`config.mk`:
```
export PLATFORM = sky130hd
export DESIGN_NAME = half_adder_bist_flat
export DESIGN_NICKNAME = d
export VERILOG_FILES = /design/src/rtl/half_adder_bist_pkg.sv /design/src/rtl/half_adder_bist_if.sv /design/src/rtl/half_adder_bist_half_ref.sv /design/src/rtl/half_adder_bist.sv /design/src/flat_wrapper.sv
export SDC_FILE = /design/constraint.sdc
export NUM_CORES = 1
export LEC_CHECK = 0
export CORE_MARGIN = 5
export CORE_UTILIZATION = 59
export DETAILED_ROUTE_END_ITERATION = 16
export DONT_BUFFER_PORTS = 1
export PLACE_DENSITY = 0.77
export SKIP_CTS_REPAIR_TIMING = 1
export SLEW_MARGIN = 20
export SYNTH_ARGS = -nofsm -noshare
export SYNTH_HDL_FRONTEND = slang
export SYNTH_SLANG_ARGS = --single-unit
```
`constraint.sdc`:
```
create_clock -name clk -period 3.6 [get_ports clk]
set_input_delay 0.72 -clock clk [delete_from_list [all_inputs] [get_ports clk]]
set_output_delay 0.72 -clock clk [all_outputs]
set_load 0.02 [all_outputs]
```
`src/rtl/half_adder_bist_pkg.sv`:
```
// Shared types and constants for the half-adder built-in self-test sequencer.
// The saturating counter helper is shared so every user clamps the same way.
package half_adder_bist_pkg;

    typedef enum logic [1:0] {
        IDLE   = 2'd0,
        DRIVE  = 2'd1,
        SAMPLE = 2'd2,
        DONE   = 2'd3
    } state_e;

    localparam int ERR_W   = 8;
    localparam int NUM_VEC = 4;
    localparam int VEC_W   = 2;

    localparam logic [ERR_W-1:0] ERR_ZERO = {ERR_W{1'b0}};
    localparam logic [ERR_W-1:0] ERR_MAX  = {ERR_W{1'b1}};
    localparam logic [ERR_W-1:0] ERR_ONE  = {{(ERR_W-1){1'b0}}, 1'b1};

    // Increment that sticks at the all-ones value instead of wrapping.
    function automatic logic [ERR_W-1:0] sat_inc(input logic [ERR_W-1:0] value);
        logic [ERR_W-1:0] result;
        if (value == ERR_MAX) begin
            result = value;
        end else begin
            result = value + ERR_ONE;
        end
        return result;
    endfunction

endpackage

```
`src/rtl/half_adder_bist_if.sv`:
```
// Bundle of the run-control, result and DUT-facing signals of the BIST block.
// The slave side is the sequencer; the master side is its environment.
interface half_adder_bist_if;
    import half_adder_bist_pkg::*;

    logic             start;
    logic             dut_a;
    logic             dut_b;
    logic             dut_s;
    logic             dut_c;
    logic             busy;
    logic             done;
    logic             pass;
    logic [ERR_W-1:0] err_count;
    logic             fail_valid;
    logic [VEC_W-1:0] fail_vec;

    modport slave (
        input  start,
        input  dut_s,
        input  dut_c,
        output dut_a,
        output dut_b,
        output busy,
        output done,
        output pass,
        output err_count,
        output fail_valid,
        output fail_vec
    );

    modport master (
        output start,
        output dut_s,
        output dut_c,
        input  dut_a,
        input  dut_b,
        input  busy,
        input  done,
        input  pass,
        input  err_count,
        input  fail_valid,
        input  fail_vec
    );

endinterface

```
`src/rtl/half_adder_bist_half_ref.sv`:
```
// Golden half adder providing the expected sum and carry for the vector under test.
module half_ref (
    input  logic a,
    input  logic b,
    output logic s,
    output logic c
);

    assign s = a ^ b;
    assign c = a & b;

endmodule

```
`src/rtl/half_adder_bist.sv`:
```
// Exhaustive self-test sequencer for a half-adder primitive: walks the four
// input vectors REPEAT times, compares against half_ref and reports the result.
module half_adder_bist
    import half_adder_bist_pkg::*;
#(
    parameter int SETTLE = 2,
    parameter int REPEAT = 1
) (
    input logic              clk,
    input logic              rst,
    half_adder_bist_if.slave bus
);

    localparam int CNT_W = $clog2(SETTLE + 1);
    localparam int IDX_W = $clog2(REPEAT + 1);

    localparam logic [CNT_W-1:0] SETTLE_LAST = CNT_W'(SETTLE - 1);
    localparam logic [IDX_W-1:0] REPEAT_LAST = IDX_W'(REPEAT - 1);
    localparam logic [VEC_W-1:0] VEC_LAST    = VEC_W'(NUM_VEC - 1);

    state_e           state_r;
    state_e           state_s;
    logic [VEC_W-1:0] vec_r;
    logic [VEC_W-1:0] vec_s;
    logic [IDX_W-1:0] pass_idx_r;
    logic [IDX_W-1:0] pass_idx_s;
    logic [CNT_W-1:0] settle_cnt_r;
    logic [CNT_W-1:0] settle_cnt_s;
    logic [ERR_W-1:0] err_count_r;
    logic [ERR_W-1:0] err_count_s;
    logic             fail_valid_r;
    logic             fail_valid_s;
    logic [VEC_W-1:0] fail_vec_r;
    logic [VEC_W-1:0] fail_vec_s;
    logic             pass_r;
    logic             pass_s;
    logic             busy_r;
    logic             done_r;
    logic             dut_a_r;
    logic             dut_b_r;
    logic             run_s;
    logic             ref_s_s;
    logic             ref_c_s;
    logic             mismatch_s;

    half_ref u_half_ref (
        .a (vec_r[1]),
        .b (vec_r[0]),
        .s (ref_s_s),
        .c (ref_c_s)
    );

    assign mismatch_s = ({bus.dut_c, bus.dut_s} != {ref_c_s, ref_s_s});

    // Next-state and result-update logic for the run sequencer.
    always_comb begin
        state_s      = state_r;
        vec_s        = vec_r;
        pass_idx_s   = pass_idx_r;
        settle_cnt_s = settle_cnt_r;
        err_count_s  = err_count_r;
        fail_valid_s = fail_valid_r;
        fail_vec_s   = fail_vec_r;
        pass_s       = pass_r;

        case (state_r)
            IDLE: begin
                if (bus.start) begin
                    err_count_s  = ERR_ZERO;
                    fail_valid_s = 1'b0;
                    fail_vec_s   = {VEC_W{1'b0}};
                    pass_s       = 1'b0;
                    vec_s        = {VEC_W{1'b0}};
                    pass_idx_s   = {IDX_W{1'b0}};
                    settle_cnt_s = {CNT_W{1'b0}};
                    state_s      = DRIVE;
                end else begin
                    state_s = IDLE;
                end
            end
            DRIVE: begin
                settle_cnt_s = settle_cnt_r + {{(CNT_W-1){1'b0}}, 1'b1};
                if (settle_cnt_r == SETTLE_LAST) begin
                    state_s = SAMPLE;
                end else begin
                    state_s = DRIVE;
                end
            end
            SAMPLE: begin
                // Only the first failing vector is kept; later ones just count.
                if (mismatch_s) begin
                    err_count_s = sat_inc(err_count_r);
                    if (!fail_valid_r) begin
                        fail_valid_s = 1'b1;
                        fail_vec_s   = vec_r;
                    end else begin
                        fail_vec_s = fail_vec_r;
                    end
                end else begin
                    err_count_s = err_count_r;
                end

                settle_cnt_s = {CNT_W{1'b0}};
                if (vec_r == VEC_LAST) begin
                    if (pass_idx_r == REPEAT_LAST) begin
                        state_s = DONE;
                    end else begin
                        pass_idx_s = pass_idx_r + {{(IDX_W-1){1'b0}}, 1'b1};
                        vec_s      = {VEC_W{1'b0}};
                        state_s    = DRIVE;
                    end
                end else begin
                    vec_s   = vec_r + {{(VEC_W-1){1'b0}}, 1'b1};
                    state_s = DRIVE;
                end
            end
            DONE: begin
                pass_s  = (err_count_r == ERR_ZERO);
                state_s = IDLE;
            end
            default: begin
                state_s = IDLE;
            end
        endcase

        run_s = (state_s == DRIVE) || (state_s == SAMPLE);
    end

    // FSM state register.
    always_ff @(posedge clk or posedge rst) begin
        if (rst) begin
            state_r <= IDLE;
        end else begin
            state_r <= state_s;
        end
    end

    // Sequencing counters and captured results.
    always_ff @(posedge clk or posedge rst) begin
        if (rst) begin
            vec_r        <= {VEC_W{1'b0}};
            pass_idx_r   <= {IDX_W{1'b0}};
            settle_cnt_r <= {CNT_W{1'b0}};
            err_count_r  <= ERR_ZERO;
            fail_valid_r <= 1'b0;
            fail_vec_r   <= {VEC_W{1'b0}};
            pass_r       <= 1'b0;
        end else begin
            vec_r        <= vec_s;
            pass_idx_r   <= pass_idx_s;
            settle_cnt_r <= settle_cnt_s;
            err_count_r  <= err_count_s;
            fail_valid_r <= fail_valid_s;
            fail_vec_r   <= fail_vec_s;
            pass_r       <= pass_s;
        end
    end

    // Status and DUT-drive outputs decoded from the upcoming state so they
    // line up with that state while still coming straight from flops.
    always_ff @(posedge clk or posedge rst) begin
        if (rst) begin
            busy_r  <= 1'b0;
            done_r  <= 1'b0;
            dut_a_r <= 1'b0;
            dut_b_r <= 1'b0;
        end else begin
            busy_r  <= run_s;
            done_r  <= (state_s == DONE);
            dut_a_r <= run_s ? vec_s[1] : 1'b0;
            dut_b_r <= run_s ? vec_s[0] : 1'b0;
        end
    end

    assign bus.dut_a      = dut_a_r;
    assign bus.dut_b      = dut_b_r;
    assign bus.busy       = busy_r;
    assign bus.done       = done_r;
    assign bus.pass       = pass_r;
    assign bus.err_count  = err_count_r;
    assign bus.fail_valid = fail_valid_r;
    assign bus.fail_vec   = fail_vec_r;

endmodule

```
`src/flat_wrapper.sv`:
```
// flat-port wrapper written by rule: the top's interface ports become plain ports
module half_adder_bist_flat import half_adder_bist_pkg::*;
#(
    parameter int SETTLE = 2,
    parameter int REPEAT = 1
)
  (clk, rst, bus_start, bus_dut_s, bus_dut_c, bus_dut_a, bus_dut_b, bus_busy, bus_done, bus_pass, bus_err_count, bus_fail_valid, bus_fail_vec);
  half_adder_bist_if bus_i ();
  input logic clk;
  input logic rst;
  input wire logic [$bits(bus_i.start)-1:0] bus_start;
  input wire logic [$bits(bus_i.dut_s)-1:0] bus_dut_s;
  input wire logic [$bits(bus_i.dut_c)-1:0] bus_dut_c;
  output wire logic [$bits(bus_i.dut_a)-1:0] bus_dut_a;
  output wire logic [$bits(bus_i.dut_b)-1:0] bus_dut_b;
  output wire logic [$bits(bus_i.busy)-1:0] bus_busy;
  output wire logic [$bits(bus_i.done)-1:0] bus_done;
  output wire logic [$bits(bus_i.pass)-1:0] bus_pass;
  output wire logic [$bits(bus_i.err_count)-1:0] bus_err_count;
  output wire logic [$bits(bus_i.fail_valid)-1:0] bus_fail_valid;
  output wire logic [$bits(bus_i.fail_vec)-1:0] bus_fail_vec;
  assign bus_i.start = bus_start;
  assign bus_i.dut_s = bus_dut_s;
  assign bus_i.dut_c = bus_dut_c;
  assign bus_dut_a = bus_i.dut_a;
  assign bus_dut_b = bus_i.dut_b;
  assign bus_busy = bus_i.busy;
  assign bus_done = bus_i.done;
  assign bus_pass = bus_i.pass;
  assign bus_err_count = bus_i.err_count;
  assign bus_fail_valid = bus_i.fail_valid;
  assign bus_fail_vec = bus_i.fail_vec;
  half_adder_bist #(.SETTLE(SETTLE), .REPEAT(REPEAT)) u_core (.clk(clk), .rst(rst), .bus(bus_i));
endmodule
```
Yosys cells after proc, flatten, opt, wreduce, memory -nomap -nowiden
Cells that the tools add are included.

Bitwise logic cells: 2. Muxes and demuxes: 27. Eq/ne operators: 15. Reductions and logical operators: 12. Add/subtract/negate cells: 4.

Operator list (count): 8-bit two-way mux (3); 2-bit two-way mux (9); 8-bit case mux with 2 select lines (1); 2-bit == test (second input constant) (5); 8-bit by 1-bit adder with 8-bit output (second input constant) (1); 8-bit == test (second input constant) (1); 8-bit zero test (1); 2-bit case mux with 2 select lines (2); 2-bit case mux with 4 select lines (1); 4-bit AND reduction (2); 1-bit two-way mux (7); 2-bit by 1-bit == test with 1-bit output (second input constant) (3); 2-bit inequality test (second input constant) (3); 1-bit case mux with 2 select lines (3); 2-bit case mux with 3 select lines (1); 3-bit AND reduction (2); 2-bit by 1-bit adder with 2-bit output (second input constant) (2); 2-bit by 1-bit inequality test with 1-bit output (second input constant) (2); 2-bit AND reduction (2); 2-bit nonzero test (2); 3-bit nonzero test (1); 2-bit zero test (1); 2-bit inequality test (1); 1-bit adder (second input constant) (1); 3 further kinds (3).

Output and inout bits: 16. Bits in registers: 23. Bits of input ports: 5. Logic and storage cells: 72.

Logic depth before layout (Yosys ltp)
Depth after elaboration: 6. Mapped depth: 7. Gate-level depth less buffers: 6.

Cells and area by module
Synthesis repeated with hierarchy kept, for this count alone.

Cell total of the unflattened synthesis: 111. Area, all modules: 1129.8 µm².

By module, submodules not included: half_adder_bist (area each 1117.3 µm², instances 1, cells an instance 110, seq. area each 550.5 µm²); half_ref (area each 12.5 µm², instances 1, cells an instance 1, seq. area each 0.0 µm²).

Least setup slack after synthesis
OpenSTA, ideal clock, no wires.

Path type: register to register. Start: register u_core.vec_r[1]. End: register u_core.fail_vec_r[0] (netlist: u_core.bus.fail_vec[0]). Required time: 3.479 ns. Period minus slack after synthesis: 1.689 ns. Slack: 1.911 ns. Data arrival time: 1.568 ns. Buffers on the path: 0. Cell stages (with the launch flop): 7. Setup time: 0.121 ns. Path through: dfrtp_1 inv_1 ha_1 xnor2_1 a21oi_2 nor2b_1 a22o_1.

Cells in the longest elaborated chain, start to end: 4. Elaborated cells on any way between the ends: 5. Classes of those cells: eq/ne: 2; bitwise: 2; reduce/logical: 1.

RTL lines: from (decl) (RTL line half_adder_bist.sv:23) `logic [VEC_W-1:0] vec_r;`; from (signal assigned) (RTL line half_adder_bist.sv:141) `vec_r <= {VEC_W{1'b0}};`; from (signal assigned) (RTL line half_adder_bist.sv:149) `vec_r <= vec_s;`; 1-bit bitwise XOR or 1-bit bitwise AND (tied branches) (RTL line half_adder_bist_half_ref.sv:9, half_adder_bist_half_ref.sv:10); 2-bit inequality test (*) (RTL line half_adder_bist.sv:53) `assign mismatch_s = ({bus.dut_c, bus.dut_s} != {ref_c_s, ref_s_s});`; 2-bit by 1-bit inequality test with 1-bit output (no line) (*); 4-bit AND reduction (no line) (*); to (signal assigned) (RTL line half_adder_bist.sv:146) `fail_vec_r <= {VEC_W{1'b0}};`; to (signal assigned) (RTL line half_adder_bist.sv:154) `fail_vec_r <= fail_vec_s;`; to (decl) (RTL line half_adder_bist.sv:33) `logic [VEC_W-1:0] fail_vec_r;`.

Mark *: on every way between the ends. The rest lies on a longest branch, timed or not. A chain may end at the register's enable or synchronous reset.

Final worst setup path
Start: register u_core.vec_r[1]. End: register u_core.fail_vec_r[1] (netlist: u_core.bus.fail_vec[1]).

Cells in the longest elaborated chain, start to end: 4. Elaborated cells on any way between the ends: 8. Classes of those cells: eq/ne: 2; mux: 3; bitwise: 2; reduce/logical: 1.

RTL lines (RTL line): 1-bit bitwise XOR or 1-bit bitwise AND (tied branches) (half_adder_bist_half_ref.sv:9, half_adder_bist_half_ref.sv:10); 2-bit inequality test (half_adder_bist.sv:53); 2-bit by 1-bit inequality test with 1-bit output (no line); 4-bit AND reduction (no line).

Parallel ways exist; a longest one is shown, timed or not. The select of a mux whose other input is x is not followed.

==> summary.md <==
| Metric | Value |
|---|---|
| Status | finished clean |
| Post-Synth Simple-Gate Area | around 18% |
| XOR/XNOR share of the synthesized area | between 1.5 and 2% |
| Reg2reg path depth | 6 |
| I/O pins | 21 |
| Antenna violations before repair | 0 |
| Global Route Usage Sum | 18.1% |
| Multi-input gate area | 566 um^2 |
| Pleak | 0.548 nW |
| Remaining antenna violation count after routing | 0 |
| Core region area | 0.00192 mm^2 |
| Asr flop ratio synth | 100% |
| Layout cells sized above 1 | approximately a tenth |
| Area delta synth->final | 6.05% |
| First-pass GRT wire length | 3800 um |
| Worst vdd ir | 0.489 mV |
| Vias per cell | 5.96 |
| RSZ-0062 raised after global routing | no |
| Initial Util | 60.3% |
| DR DRC count | 0 |
| Final Hold Vio Count | 0 |
| Nets@finish | 127 |
| Vias in the first global route | around 800 |
| WL/cell | approximately 16 um |
| Synth cell types | 40 |
| Max Root-Sink Buffers | 2 |
| Chip height | 54.3 um |
| Post-synth EDFFs | 0 |
| Sequential standard cell area | between 500 and 600 um^2 |
| Multiplexer area fraction after synthesis | 1.73% |
| Post-Synth Adder-Cell Area | 7.56% |
| Clk slew on worst S/H paths | 0.13 ns |
| Seq/Total Area, Yosys | a little under half |
| Htree depth | 1 |
| Commonest cells after routing, fill and taps aside | dfrtp_1 (22), nand2_1 (11), nor2_1 (9) |
| Full die area | 0.00295 mm^2 |
| Detailed Place HPWL | roughly 1600 um |
| Grt total ovfl | 0 |
| Largest family of logic cells by synthesized area | compound AO/OA/AOI/OAI gates |
| Via count | between 800 and 900 |
| DRT Pass-1 Iters | 4 |
| R2R Setup Slk | 1.72 ns |
| Synth Flop Type | dfrtp_1 |
| CTS tree | built |
| Worst-Margin Slew | 0.819 ns |
| Max-cap violation count | 0 |
| R2R Path Start | u_core.vec_r[1]$_DFF_PP0_ |
| Routability cong. | 0.924 |
| Die span in x | 54.3 um |
| Yosys Warn Count | 0 |
| Final wirelength | roughly 2200 um |
| Post-synthesis compound-gate area fraction | 20.4% |
| PwrDens | 733 mW/mm^2 |
| Clk Latency, worst-skew pair | 0.32 ns |
| Hold Path Class | input pin to async pin |
| Violation count after the first detailed-route iteration | 43 |
| Min cycle time layout | around 1.9 ns |
| WP data arrival | 2.10 ns |
| Final Cycle Share | 52.2% |
| Fill count | 167 |
| Synthesized cell area | ~0.0012 mm^2 |
| Largest net degree at the start of global routing | 23 |
| Clock Sinks | 22 |
| Final Util | 63.9% |
| CTS Buf Count | 3 |
| Req. time, crit path | 3.82 ns |
| Row Count | 16 |
| Mean Syn Cell Area | 10.3 um^2 |
| WS Path Type | flop to flop |
| Relative slew margins | 45.4% |
| TNS Setup | 0 ns |
| Setup Skew | 0.00362 ns |
| Fin. max-slew vios | 0 |
| Net Count, Synth | between 100 and 150 |
| Worst setup EP type | flop |
| Clk root buf | clkbuf_4 |
| Setup violations, final | 0 |
| ANT cells | 0 |
| IO buf count | 0 |
| Max FO, Critical Path | 6 |
| FF+latch count, synth | 22 |
| Peak Freq | 0.532 GHz |
| Kind of start point of the critical path | flop |
| Most common cell after layout, fill and taps aside | dfrtp_1 |
| End of the worst register-to-register path | u_core.bus.fail_vec[1]$_DFFE_PP0P_ |
| Cells after synthesis | between 100 and 150 |
state kept, by name, indices dropped and copies added (netlist names):
register / cells
u_core.bus.err_count: 8
u_core.bus.dut_a: 1
u_core.bus.fail_valid: 1
u_core.state_r: 2
u_core.bus.fail_vec: 2
u_core.bus.dut_b: 1
u_core.bus.done: 1
u_core.bus.busy: 1
u_core.bus.pass: 1
u_core.vec_r: 2
u_core.settle_cnt_r: 2
final cells by class:
class,count,share of cell area [%]
sequential,22,44.8
inverter,7,2.14
multi-input combinational,81,46.0
tap,27,2.75
clock buffer,3,1.83
clock inverter,1,2.44
worst max-delay path, stage by stage, from the launching register on:
cell and delay, ns:
dfrtp_1 0.43, inv_1 0.09, ha_1 0.32, xnor2_1 0.36, a21oi_2 0.17, nor2b_1 0.18, a22o_1 0.24
where the power goes:
group          switching, mW  leakage, nW  internal, mW
registers              0.112        0.296         0.309
clock network         0.0805       0.0279         0.113
logic                  0.159        0.224         0.127
total                  0.352        0.548         0.549
cells by family (layout without fill, tap and decap cells):
group | after synthesis | in the layout
fa+ha+maj | 7 | 7
compound gates | 31 | 31
xor+xnor | 2 | 2
simple gates | 39 | 39
flops | 22 | 22
mux | 2 | 2
buf+inv | 10 | 11
worst max-delay path by stage:
stage                     depth (start not counted)  slack (ns)                      start                                   to
final                                             6        1.72  u_core.vec_r[1]$_DFF_PP0_   u_core.bus.fail_vec[1]$_DFFE_PP0P_
after floorplan                                   6        1.91  u_core.vec_r[1]$_DFF_PP0_   u_core.bus.fail_vec[0]$_DFFE_PP0P_
after global placement                            6        1.80  u_core.vec_r[1]$_DFF_PP0_   u_core.bus.fail_vec[0]$_DFFE_PP0P_
after detailed placement                          6        1.77  u_core.vec_r[1]$_DFF_PP0_   u_core.bus.fail_vec[0]$_DFFE_PP0P_
after CTS                                         6        1.74  u_core.vec_r[1]$_DFF_PP0_   u_core.bus.fail_vec[1]$_DFFE_PP0P_
after global routing                              6        1.60  u_core.vec_r[1]$_DFF_PP0_  u_core.bus.err_count[4]$_DFFE_PP0P_
metrics by stage:
step | power [mW] | setup WS, ns | hold WS [ns] | instances | instance area (um^2)
5_1_grt | 0.972 | 1.60 | 0.463 | 141 | 1230
3_5_place_dp | 0.713 | 1.77 | 0.516 | 137 | 1180
6_report | 0.900 | 1.72 | 0.430 | 141 | 1230
3_3_place_gp | 0.700 | 1.80 | 0.498 | 137 | 1180
2_1_floorplan | 0.651 | 1.91 | 0.473 | 113 | 1160
4_1_cts | 0.906 | 1.74 | 0.462 | 141 | 1230
cell usage after synthesis (2+ instances only):
cell / instances / share of area (%)
ha_1: 7 / 7.6
a31oi_1: 2 / 1.1
o21ai_1: 4 / 1.7
o21ai_0: 5 / 2.2
dfrtp_1: 22 / 48
nor2b_1: 2 / 1.1
nand2_1: 11 / 3.6
nor2_1: 9 / 2.9
mux2i_1: 2 / 1.7
a22o_1: 2 / 1.5
nand3_1: 4 / 1.7
nand2b_1: 2 / 1.1
inv_1: 7 / 2.3
and2_1: 2 / 1.1
a21oi_1: 4 / 1.7
o31ai_1: 2 / 1.3
nor3_1: 2 / 0.86
xnor2_1: 2 / 1.5
per-layer routing:
layer | global-route usage [%] | part of all wire [%] | vias to the layer above
met5 | 0 | 0 | -
met4 | 7.47 | 1.2 | 0
met3 | 4.63 | 6.8 | 5
li1 | - | - | 406
met1 | 24.8 | 46 | 408
met2 | 26.9 | 46 | 22
(Power assumes the default switching activity.)
